--- src/rtl/drain_write_scheduler_pkg.sv ---
// rtl/drain_write_scheduler_pkg.sv - shared types and sizing constants for the drain write scheduler
package drain_write_scheduler_pkg;

   // Array dimensions used when the scheduler is instantiated in the vTPU datapath
   localparam int X_SCALED = 4;
   localparam int Y_SCALED = 4;

   // Scheduler sequencing states
   typedef enum logic [1:0] {
      IDLE  = 2'd0,
      WAIT  = 2'd1,
      DRAIN = 2'd2,
      DONE  = 2'd3
   } drain_sched_state_t;

   // Width of a counter that must hold values 0..max_val, never less than one bit
   function automatic int cnt_width(input int max_val);
      return (max_val < 2) ? 1 : $clog2(max_val + 1);
   endfunction

endpackage

--- src/rtl/drain_write_scheduler_window.sv ---
// rtl/drain_write_scheduler_window.sv - systolic column window mask for a given drain step
module drain_window_mask #(
   parameter int X_ROWS = 4,
   parameter int Y_COLS = 4,
   parameter int T_W    = 3
) (
   input  logic [T_W-1:0]    i_t,
   output logic [Y_COLS-1:0] o_mask
);

   // Column c is live for X_ROWS steps starting at step c (diagonal skew of the array)
   always_comb begin
      o_mask = '0;
      for (int c = 0; c < Y_COLS; c++) begin
         o_mask[c] = (int'(i_t) >= c) && (int'(i_t) < c + X_ROWS);
      end
   end

endmodule

--- src/rtl/drain_write_scheduler.sv ---
// rtl/drain_write_scheduler.sv - waits out compute latency then drives skewed drain FIFO writes with global stall
module drain_write_scheduler
   import drain_write_scheduler_pkg::*;
#(
   parameter int X_ROWS      = X_SCALED,
   parameter int Y_COLS      = Y_SCALED,
   parameter int COMPUTE_LAT = 8
) (
   input  logic              clk,
   input  logic              rst,
   input  logic              start_compute,
   input  logic              abort,
   input  logic [Y_COLS-1:0] fifo_full,
   output logic [Y_COLS-1:0] wr_en,
   output logic              acc_shift,
   output logic              stall,
   output logic              busy,
   output logic              done,
   output logic              overrun
);

   localparam int T_W  = cnt_width(X_ROWS + Y_COLS - 1);
   localparam int WC_W = cnt_width(COMPUTE_LAT);

   localparam logic [T_W-1:0]  T_LAST  = T_W'(X_ROWS + Y_COLS - 2);
   localparam logic [WC_W-1:0] WC_LOAD = (COMPUTE_LAT > 0) ? WC_W'(COMPUTE_LAT - 1) : '0;

   drain_sched_state_t  r_state;
   logic [T_W-1:0]      r_t;
   logic [WC_W-1:0]     r_wait_cnt;
   logic                r_busy;
   logic                r_done;
   logic                r_overrun;

   logic                w_in_drain;
   logic [Y_COLS-1:0]   w_raw_window;
   logic [Y_COLS-1:0]   w_window;
   logic                w_stall;

   drain_window_mask #(
      .X_ROWS (X_ROWS),
      .Y_COLS (Y_COLS),
      .T_W    (T_W)
   ) u_window (
      .i_t    (r_t),
      .o_mask (w_raw_window)
   );

   // Window is only meaningful while draining; a full FIFO outside its window must not stall
   always_comb begin
      w_in_drain = (r_state == DRAIN);
      w_window   = w_in_drain ? w_raw_window : '0;
      w_stall    = |(w_window & fifo_full);
   end

   assign wr_en     = w_window & {Y_COLS{~w_stall}};
   assign acc_shift = w_in_drain & ~w_stall;
   assign stall     = w_stall;
   assign busy      = r_busy;
   assign done      = r_done;
   assign overrun   = r_overrun;

   // Pass sequencer: latency wait, lockstep drain stepping, completion pulse and abort
   always_ff @(posedge clk or posedge rst) begin
      if (rst) begin
         r_state    <= IDLE;
         r_t        <= '0;
         r_wait_cnt <= '0;
         r_busy     <= 1'b0;
         r_done     <= 1'b0;
         r_overrun  <= 1'b0;
      end else begin
         r_done <= 1'b0;
         if (start_compute && (r_state != IDLE)) begin
            r_overrun <= 1'b1;
         end
         if (r_state == IDLE) begin
            if (start_compute) begin
               r_overrun  <= 1'b0;
               r_busy     <= 1'b1;
               r_t        <= '0;
               r_wait_cnt <= WC_LOAD;
               r_state    <= (COMPUTE_LAT == 0) ? DRAIN : WAIT;
            end
         end else if (abort) begin
            r_state    <= IDLE;
            r_t        <= '0;
            r_wait_cnt <= '0;
            r_busy     <= 1'b0;
         end else begin
            case (r_state)
               WAIT: begin
                  if (r_wait_cnt == '0) begin
                     r_state <= DRAIN;
                  end else begin
                     r_wait_cnt <= r_wait_cnt - 1'b1;
                  end
               end
               DRAIN: begin
                  if (!w_stall) begin
                     if (r_t == T_LAST) begin
                        r_state <= DONE;
                        r_done  <= 1'b1;
                     end else begin
                        r_t <= r_t + 1'b1;
                     end
                  end
               end
               DONE: begin
                  r_state <= IDLE;
                  r_t     <= '0;
                  r_busy  <= 1'b0;
               end
               default: begin
                  r_state <= IDLE;
               end
            endcase
         end
      end
   end

endmodule

--- config.mk ---
export PLATFORM = sky130hd
export DESIGN_NAME = drain_write_scheduler
export DESIGN_NICKNAME = d
export VERILOG_FILES = /design/src/rtl/drain_write_scheduler_pkg.sv /design/src/rtl/drain_write_scheduler_window.sv /design/src/rtl/drain_write_scheduler.sv
export SDC_FILE = /design/constraint.sdc
export NUM_CORES = 1
export LEC_CHECK = 0
export CAP_MARGIN = 20
export CORE_MARGIN = 10
export CORE_UTILIZATION = 45
export DETAILED_ROUTE_END_ITERATION = 6
export GPL_TIMING_DRIVEN = 0
export PLACE_DENSITY = 0.67
export SYNTH_ARGS = -nofsm -noshare
export SYNTH_HDL_FRONTEND = slang
export SYNTH_HIERARCHICAL = 1
export SYNTH_SLANG_ARGS = --single-unit
--- constraint.sdc ---
create_clock -name clk -period 2.4 [get_ports clk]
set_input_delay 0.72 -clock clk [delete_from_list [all_inputs] [get_ports clk]]
set_output_delay 0.72 -clock clk [all_outputs]
set_load 0.01 [all_outputs]
Yosys cells after proc, flatten, opt, wreduce, memory -nomap -nowiden:

Cells that the tools add are included.

* add/sub/neg operators: 2
* $lt $le $gt $ge: 7
* equality and inequality tests: 10
* multiplexer cells: 31
* bitwise logic cells: 4
* reductions and logical operators: 15

Operators by type and width (number)
* 4-bit 2-to-1 mux: 6
* 3-bit 2-to-1 mux: 5
* 3-bit < comparator (second input constant): 4
* 1-bit 2-to-1 mux: 12
* 2-bit 2-to-1 mux: 6
* 4-bit AND: 2
* 4-bit inequality test (second input constant): 2
* 4-bit AND reduction: 2
* 3-bit by 2-bit greater-or-equal comparator with 1-bit output (second input constant): 2
* 3-bit one-hot mux with 2 select lines: 1
* 3-bit nonzero test: 2
* 2-bit == test (second input constant): 2
* 1-bit logical AND: 4
* 4-bit zero test: 1
* 4-bit by 2-bit inequality test with 1-bit output (second input constant): 1
* 4-bit by 3-bit inequality test with 1-bit output (second input constant): 1
* 2-bit one-hot mux with 2 select lines: 1
* 4-bit nonzero test: 1
* 4-bit OR reduction: 1
* 4-bit by 1-bit subtractor with 4-bit output (second input constant): 1
* 3-bit by 1-bit adder with 3-bit output (second input constant): 1
* 3-bit == test (second input constant): 1
* 3-bit by 1-bit greater-or-equal comparator with 1-bit output (second input constant): 1
* 3-bit inequality test (second input constant): 1
* other kinds (8): 8

* register bits: 12
* input bits: 8
* output and inout bits: 9

Logic depth before layout (Yosys ltp):

Gate-level depths: netlist of the first run.

* depth after elaboration: 9
* gate-level depth with buffers: 8

Cells and area by module:

Netlist of the first run, hierarchy kept.

By module, submodules not included
* drain_write_scheduler: times used 1, cells each 88, area an instance 835.8 µm², seq. area each 300.3 µm²
* drain_window_mask: times used 1, cells each 10, area an instance 87.6 µm², seq. area each 0.0 µm²

Least setup slack after synthesis of the first run:

No wires, ideal clock.

* path kind: register -> output
* start point: register r_t[2]
* end point: output port wr_en[0]
* arrival time: 1682 ps
* required time: 1680 ps
* setup slack: -2 ps
* stages on the path, launching flop included: 6
* path buffers: 0
* cells stage by stage: dfrtp_1 -> or3b_1 -> a221oi_1 -> a22oi_1 -> and3_1 -> and2_1

* longest elaborated chain between the ends: 7
* elaborated cells on any way between the ends: 15

RTL lines
* start: declaration: line drain_write_scheduler.sv:29 `logic [T_W-1:0] r_t;`
* start signal: assignment: line drain_write_scheduler.sv:105 `r_t <= r_t + 1'b1;`
* 3-bit by 1-bit greater-or-equal comparator with 1-bit output / 3-bit < comparator (equally long branches): line drain_write_scheduler_window.sv:15 `o_mask[c] = (int'(i_t) >= c) && (int'(i_t) < c + X_ROWS);`
* 1-bit logical AND (*): line drain_write_scheduler_window.sv:15
* via w_raw_window[1]: line drain_write_scheduler.sv:36 `logic [Y_COLS-1:0] w_raw_window;`
* 4-bit 2-to-1 mux (*): line drain_write_scheduler.sv:52 `w_window = w_in_drain ? w_raw_window : '0;`
* 4-bit AND (*): line drain_write_scheduler.sv:53 `w_stall = |(w_window & fifo_full);`
* 4-bit OR reduction (*): line drain_write_scheduler.sv:53
* 1-bit inverter (*): line drain_write_scheduler.sv:56 `assign wr_en = w_window & {Y_COLS{~w_stall}};`
* 4-bit AND (*): line drain_write_scheduler.sv:56
* end: declaration: line drain_write_scheduler.sv:14 `output logic [Y_COLS-1:0] wr_en,`

The timed path passes the listed nets; every way through them passes the cells marked *.

Worst setup path in the final report of the first run:

* start point: register r_t[2]
* end point: output port wr_en[2]

The elaborated chain is that of the path after synthesis.

==> impl_metrics.env, run 1 <==
export IMPL_synth_fp_nets=119
export IMPL_hold_viol=0
export IMPL_crit_path_start_kind="flip-flop"
export IMPL_fin_ws_ps=-335.5
export IMPL_wl_per_cell_um=14.15
export IMPL_syn_to_final_growth_pct=38.21
export IMPL_root_buffer="clkbuf_4"
export IMPL_io_pin_count=17
export IMPL_syn_avg_cell_area_um2=9.422
export IMPL_grt_total_usage=0.1060
export IMPL_grt_pass1_vias=814
export IMPL_rsz0062_at_grt="true"
export IMPL_grt_max_degree=13
export IMPL_cellLeakagePower_nw=0.5974
export IMPL_ys_types=37
export IMPL_grt_antenna_before_repair=0
export IMPL_async_flop_share=1.000
export IMPL_ant_nets=0
export IMPL_post_route_period_util=1.140
export IMPL_grt_busiest_layer="met2"
export IMPL_hold_path_class="reg -> reg"
export IMPL_ys_dominant_reg_cell="dfrtp_1"
export IMPL_nNetsFinal=151
export IMPL_drt_pass1_iter_count=4
export IMPL_drt_iter0_markers=23
export IMPL_synth_edf_count=0
export IMPL_outcome="finished, violations left"
export IMPL_drv_slew=0
export IMPL_clkTransAtPathRegs_ps=80
export IMPL_synthXorXnorAreaFrac=0
export IMPL_start_util=0.4707
export IMPL_synth_area_mux_share=0.03252
export IMPL_cp_arrival_ps=2020
export IMPL_overflow=0
export IMPL_ys_ff_latch=12
export IMPL_core_area_um2=1962
export IMPL_yosys_warnings=6
export IMPL_syn_area_um2=923.4
export IMPL_grt_pass1_wl_um=3705
export IMPL_clk_latency_ps=280
export IMPL_cts_sinks=12
export IMPL_drive_gt1_frac=0.3411
export IMPL_tns_ps=-1838
export IMPL_drc=0
export IMPL_synth_compound_area_frac=0.2114
export IMPL_yosysSeqAreaShare=0.3252
export IMPL_syn_instance_count=98
export IMPL_gp_congestion=0.7320
export IMPL_power_density_nw_per_um2=1012
export IMPL_setup_viol=6
export IMPL_n_fill_cell=158
export IMPL_final_cell_count_no_fill=156
export IMPL_drv_cap=0
export IMPL_placementRows=16
export IMPL_htree_levels=1
export IMPL_critPathCaptureType="primary output"
export IMPL_clock_path_buffers=2
export IMPL_worstPathMaxFanout=6
export IMPL_relSlewSlack=0.6741
export IMPL_cts_tree="done"
export IMPL_path_class="reg -> out"
export IMPL_violations="setup timing"
export IMPL_vias=822
export IMPL_port_buffers=16
export IMPL_vias_per_cell=5.269
export IMPL_dpl_hpwl_um=1616
export IMPL_global_route_usage_met3=0.02203
export IMPL_fmax_ghz=0.3656
export IMPL_tightest_slew_ps=488.3
export IMPL_synth_fa_ha_area_frac=0.1762
export IMPL_grt_util_met1=0.1174
export IMPL_numCtsBuffers=3
export IMPL_gr_usage_met2=0.1927
export IMPL_whs_ps=486.9
export IMPL_required_ps=1680
export IMPL_synthSimpleGateAreaFrac=0.1883
export IMPL_ir_drop_uv=600.4
export IMPL_wirelength_um=2208
export IMPL_clock_skew_ps=2.237
export IMPL_fp_dieH_um=65.30
export IMPL_synth_top_family_by_area="compound AO/OA/AOI/OAI gates"
export IMPL_min_period_ps=2735
export IMPL_diodes=0
export IMPL_placed_cells=141
export IMPL_fp_dieW_um=65.30
export IMPL_die_area_um2=4264
where the power goes:
group	total, mW	switching, mW	leakage (nW)	internal, mW
combinational	0.767	0.357	0.430	0.410
clock	0.169	0.0765	0.0210	0.0923
sequential	0.356	0.0712	0.147	0.285
synthesized netlist by cell type, drive strengths merged, types with 2 or more instances:
cell type / n / area [µm²]
mux2i: 3 / 30.03
o311ai: 2 / 25.03
nor2: 3 / 11.26
and2: 6 / 40.04
nand2: 5 / 18.77
nand2b: 3 / 18.77
nor3: 2 / 10.01
o21ai: 5 / 25.02
a21oi: 4 / 20.02
ha: 13 / 162.7
buf: 2 / 16.26
or3b: 3 / 28.78
dfrtp: 12 / 300.3
a22oi: 4 / 30.03
inv: 11 / 41.29
a31oi: 3 / 18.77
o22a: 2 / 17.52
sequential cells by signal (all words and copies together) (netlist names), named ones only:
register and cells:
r_t 3, r_state 2, r_wait_cnt 4, done 1, busy 1
critical path, stage by stage, from the launching register on:
cell and delay (ps):
dfrtp_2 440, or3b_1 390, a221oi_2 310, a22oi_2 150
and3_4 200, and2_4 140, buf_6 110
repair_timing:
item                       CTS  global route
setup buffers                9             3
setup endpoints to repair    6             6
hold buffers                 0             0
pin swaps                   10             5
gates resized for setup     34            10
final timing paths:
path | from | end | slack (ps) | cells after the start
worst max-delay path | r_t[2] | wr_en[2] | -340 | 6
worst min-delay path | r_wait_cnt[3] | r_wait_cnt[3] | 490 | 1
worst max register to register | r_t[2] | r_t[2] | 280 | 6
worst min register to register | r_wait_cnt[3] | r_wait_cnt[3] | 490 | 1
max in group asynchronous | rst | r_t[1] | 1290 | 2
min in group asynchronous | rst | busy | 750 | 2
cell families (layout without fill, tap and decap cells):
group                      count (synthesis)  in the layout
and+or+nand+nor                           29             29
AOI/OAI and AO/OA                         27             27
buffers and inverters                     14             45
adders and majority gates                 13             13
DFF                                       12             12
muxes                                      3              3
metrics by stage:
stage / total power [mW] / instance area (µm²) / setup WS (ps) / util
after floorplan: 0.8062 / 924.6 / 5.415 / -
after global placement: 0.9596 / 1119 / -612.1 / 0.5702
after detailed placement: 0.9838 / 1119 / -629.4 / 0.5702
after CTS: 1.248 / 1217 / -336.0 / 0.6205
after global routing: 1.401 / 1276 / -405.1 / 0.6505
final: 1.292 / 1276 / -335.5 / 0.6505
layout by cell type, fill, tap and decap left out, drive strengths merged, types with 2 or more instances in the layout:
| cell | n |
|---|---|
| a21oi | 4 |
| a22oi | 4 |
| a31oi | 3 |
| and2 | 6 |
| buf | 19 |
| clkbuf | 5 |
| clkdlybuf4s50 | 10 |
| dfrtp | 12 |
| ha | 13 |
| inv | 11 |
| mux2i | 3 |
| nand2 | 5 |
| nand2b | 3 |
| nor2 | 3 |
| nor3 | 2 |
| o21ai | 5 |
| o22a | 2 |
| o311ai | 2 |
| or3b | 3 |
routing by layer:
layer / wire length [µm] / part of all wire
met5: 0 / 0
met4: 26 / 0.012
met1: 995 / 0.45
met2: 1113 / 0.50
met3: 74 / 0.034
area by class of cell:
| class | count | area [µm²] | area share |
|---|---|---|---|
| multi-input combinational | 72 | 603.1 | 0.4726 |
| inverter | 11 | 41.29 | 0.03235 |
| buffer | 3 | 20.02 | 0.01569 |
| tap | 27 | 33.78 | 0.02647 |
| clock buffer | 4 | 36.28 | 0.02843 |
| timing repair buffer | 27 | 237.7 | 0.1863 |
| sequential | 12 | 304.0 | 0.2382 |
(Power assumes the default switching activity.)
==> inputs of run 2 (changes only) <==
--- a/config.mk
+++ b/config.mk
@@ -7,10 +7,10 @@
 export LEC_CHECK = 0
 export CAP_MARGIN = 20
 export CORE_MARGIN = 10
-export CORE_UTILIZATION = 45
+export CORE_UTILIZATION = 50
 export DETAILED_ROUTE_END_ITERATION = 6
 export GPL_TIMING_DRIVEN = 0
-export PLACE_DENSITY = 0.67
+export PLACE_DENSITY = 0.74
 export SYNTH_ARGS = -nofsm -noshare
 export SYNTH_HDL_FRONTEND = slang
 export SYNTH_HIERARCHICAL = 1
==> impl_metrics.env, run 2 (synthesized netlist as in run 1, its figures left out) <==
export IMPL_diodes=0
export IMPL_critPathCaptureType="primary output"
export IMPL_start_util=0.5290
export IMPL_grt_antenna_before_repair=0
export IMPL_largest_reg_flops=4
export IMPL_regArea_um2=304.0
export IMPL_drive_gt1_frac=0.2937
export IMPL_n_fill_cell=136
export IMPL_fmax_ghz=0.3610
export IMPL_hold_buffers=0
export IMPL_tns_ps=-2051
export IMPL_top_register="r_wait_cnt"
export IMPL_drv_slew=0
export IMPL_grt_pass1_vias=852
export IMPL_outcome="finished, violations left"
export IMPL_numCtsBuffers=3
export IMPL_drv_cap=0
export IMPL_die_area_um2=3966
export IMPL_path_class="reg -> out"
export IMPL_placed_cells=139
export IMPL_ir_drop_uv=577.6
export IMPL_post_route_period_util=1.154
export IMPL_fp_dieH_um=62.98
export IMPL_clk_latency_ps=290
export IMPL_cts_sinks=12
export IMPL_placementRows=15
export IMPL_core_area_um2=1745
export IMPL_worstPathMaxFanout=6
export IMPL_dpl_hpwl_um=1637
export IMPL_grt_max_degree=13
export IMPL_required_ps=1680
export IMPL_syn_to_final_growth_pct=34.42
export IMPL_hold_path_class="reg -> reg"
export IMPL_cts_tree="done"
export IMPL_clkTransAtPathRegs_ps=90
export IMPL_fin_ws_ps=-369.9
export IMPL_cp_arrival_ps=2050
export IMPL_slowest_stage="dfrtp_2"
export IMPL_setup_viol=6
export IMPL_power_density_nw_per_um2=1026
export IMPL_htree_levels=1
export IMPL_io_pin_count=17
export IMPL_largestRegisters="r_wait_cnt x4, r_t x3, r_state x2"
export IMPL_hold_viol=0
export IMPL_final_cell_count_no_fill=151
export IMPL_cellLeakagePower_nw=0.5836
export IMPL_tightest_slew_ps=462.0
export IMPL_nNetsFinal=148
export IMPL_placed_area_um2=1116
export IMPL_ant_nets=0
export IMPL_drt_iter0_markers=23
export IMPL_multi_input_area_um2=593.1
export IMPL_vias=839
export IMPL_layout_common_cells="ha_1, inv_1, clkdlybuf4s50_1"
export IMPL_crit_path_start_kind="flip-flop"
export IMPL_drt_pass1_iter_count=4
export IMPL_vias_per_cell=5.556
export IMPL_layout_commonest_cell="ha_1"
export IMPL_clock_skew_ps=15.69
export IMPL_wl_per_cell_um=15.09
export IMPL_gp_congestion=0.8600
export IMPL_overflow=0
export IMPL_relSlewSlack=0.6915
export IMPL_fin_area_um2=1241
export IMPL_wirelength_um=2279
export IMPL_root_buffer="clkbuf_4"
export IMPL_grt_pass1_wl_um=3919
export IMPL_grt_total_usage=0.1164
export IMPL_violations="setup timing"
export IMPL_min_period_ps=2770
export IMPL_fp_dieW_um=62.98
export IMPL_rsz0062_at_grt="true"
export IMPL_drc=0
export IMPL_port_buffers=16
export IMPL_critPathMaxStageDelay_ps=430
export IMPL_path_cells="or3b_1 -> a221oi_2 -> a22oi_2 -> and3_4 -> and2_4 -> buf_6"
export IMPL_clock_path_buffers=2
-- run 2: critical path, delay by kind of cell, from the launching register on --
kind / cells / cell delay, ps
and+or+nand+nor: 3 / 770
buffers and inverters: 1 / 110
AOI/OAI and AO/OA: 2 / 450
DFF: 1 / 430
-- run 2: final timing paths --
kind	start	end	slack [ps]	cells past startpoint
setup / recovery	r_t[2]	wr_en[3]	-370	6
hold / removal	busy	busy	510	2
setup reg to reg	r_t[2]	r_t[2]	270	6
hold reg to reg	busy	busy	510	2
max in group asynchronous	rst	r_t[0]	1330	2
min in group asynchronous	rst	r_t[2]	720	2
-- run 2: per-layer routing --
| metal | vias up | wire length, µm | global-route usage |
|---|---|---|---|
| li1 | 404 | - | - |
| met1 | 406 | 1007 | 0.1343 |
| met2 | 27 | 1096 | 0.1929 |
| met3 | 2 | 166 | 0.05197 |
| met4 | 0 | 9 | 0.02235 |
| met5 | - | 0 | 0 |
-- run 2: power by group --
| group | leakage (nW) | internal [mW] | total, mW | switching (mW) |
|---|---|---|---|---|
| Clock | 0.0210 | 0.0924 | 0.169 | 0.0771 |
| Sequential | 0.147 | 0.285 | 0.362 | 0.0773 |
| Combinational | 0.416 | 0.381 | 0.742 | 0.361 |
-- run 2: layout make-up --
class / count / share of cell area
inverter: 11 / 0.03327
sequential: 12 / 0.2450
clock buffer: 4 / 0.02923
multi-input combinational: 72 / 0.4778
buffer: 3 / 0.01613
timing repair buffer: 24 / 0.1734
tap: 25 / 0.02520
-- run 2: timing repair --
action,in CTS,in global routing
cloned,0,0
resized for setup,34,6
setup endpoints to repair,6,6
pin swaps,7,3
setup buffers,7,2
-- run 2: through the flow --
stage          hold slack [ps]    util  power, mW  setup WS (ps)
2_1_floorplan            451.5       -     0.8062          5.415
3_3_place_gp             475.9  0.6394     0.9574         -611.8
3_5_place_dp             497.0  0.6394     0.9879         -636.4
4_1_cts                  508.8  0.6896      1.235         -345.4
5_1_grt                  563.6  0.7111      1.390         -431.7
6_report                 514.3  0.7111      1.274         -369.9
==> inputs of run 3 (changes only) <==
--- a/config.mk
+++ b/config.mk
@@ -11,6 +11,7 @@
 export DETAILED_ROUTE_END_ITERATION = 6
 export GPL_TIMING_DRIVEN = 0
 export PLACE_DENSITY = 0.74
+export SKIP_LAST_GASP = 1
 export SYNTH_ARGS = -nofsm -noshare
 export SYNTH_HDL_FRONTEND = slang
 export SYNTH_HIERARCHICAL = 1
==> results of run 3 <==
The final DEF is identical to that of run 2; final timing and power are the same.
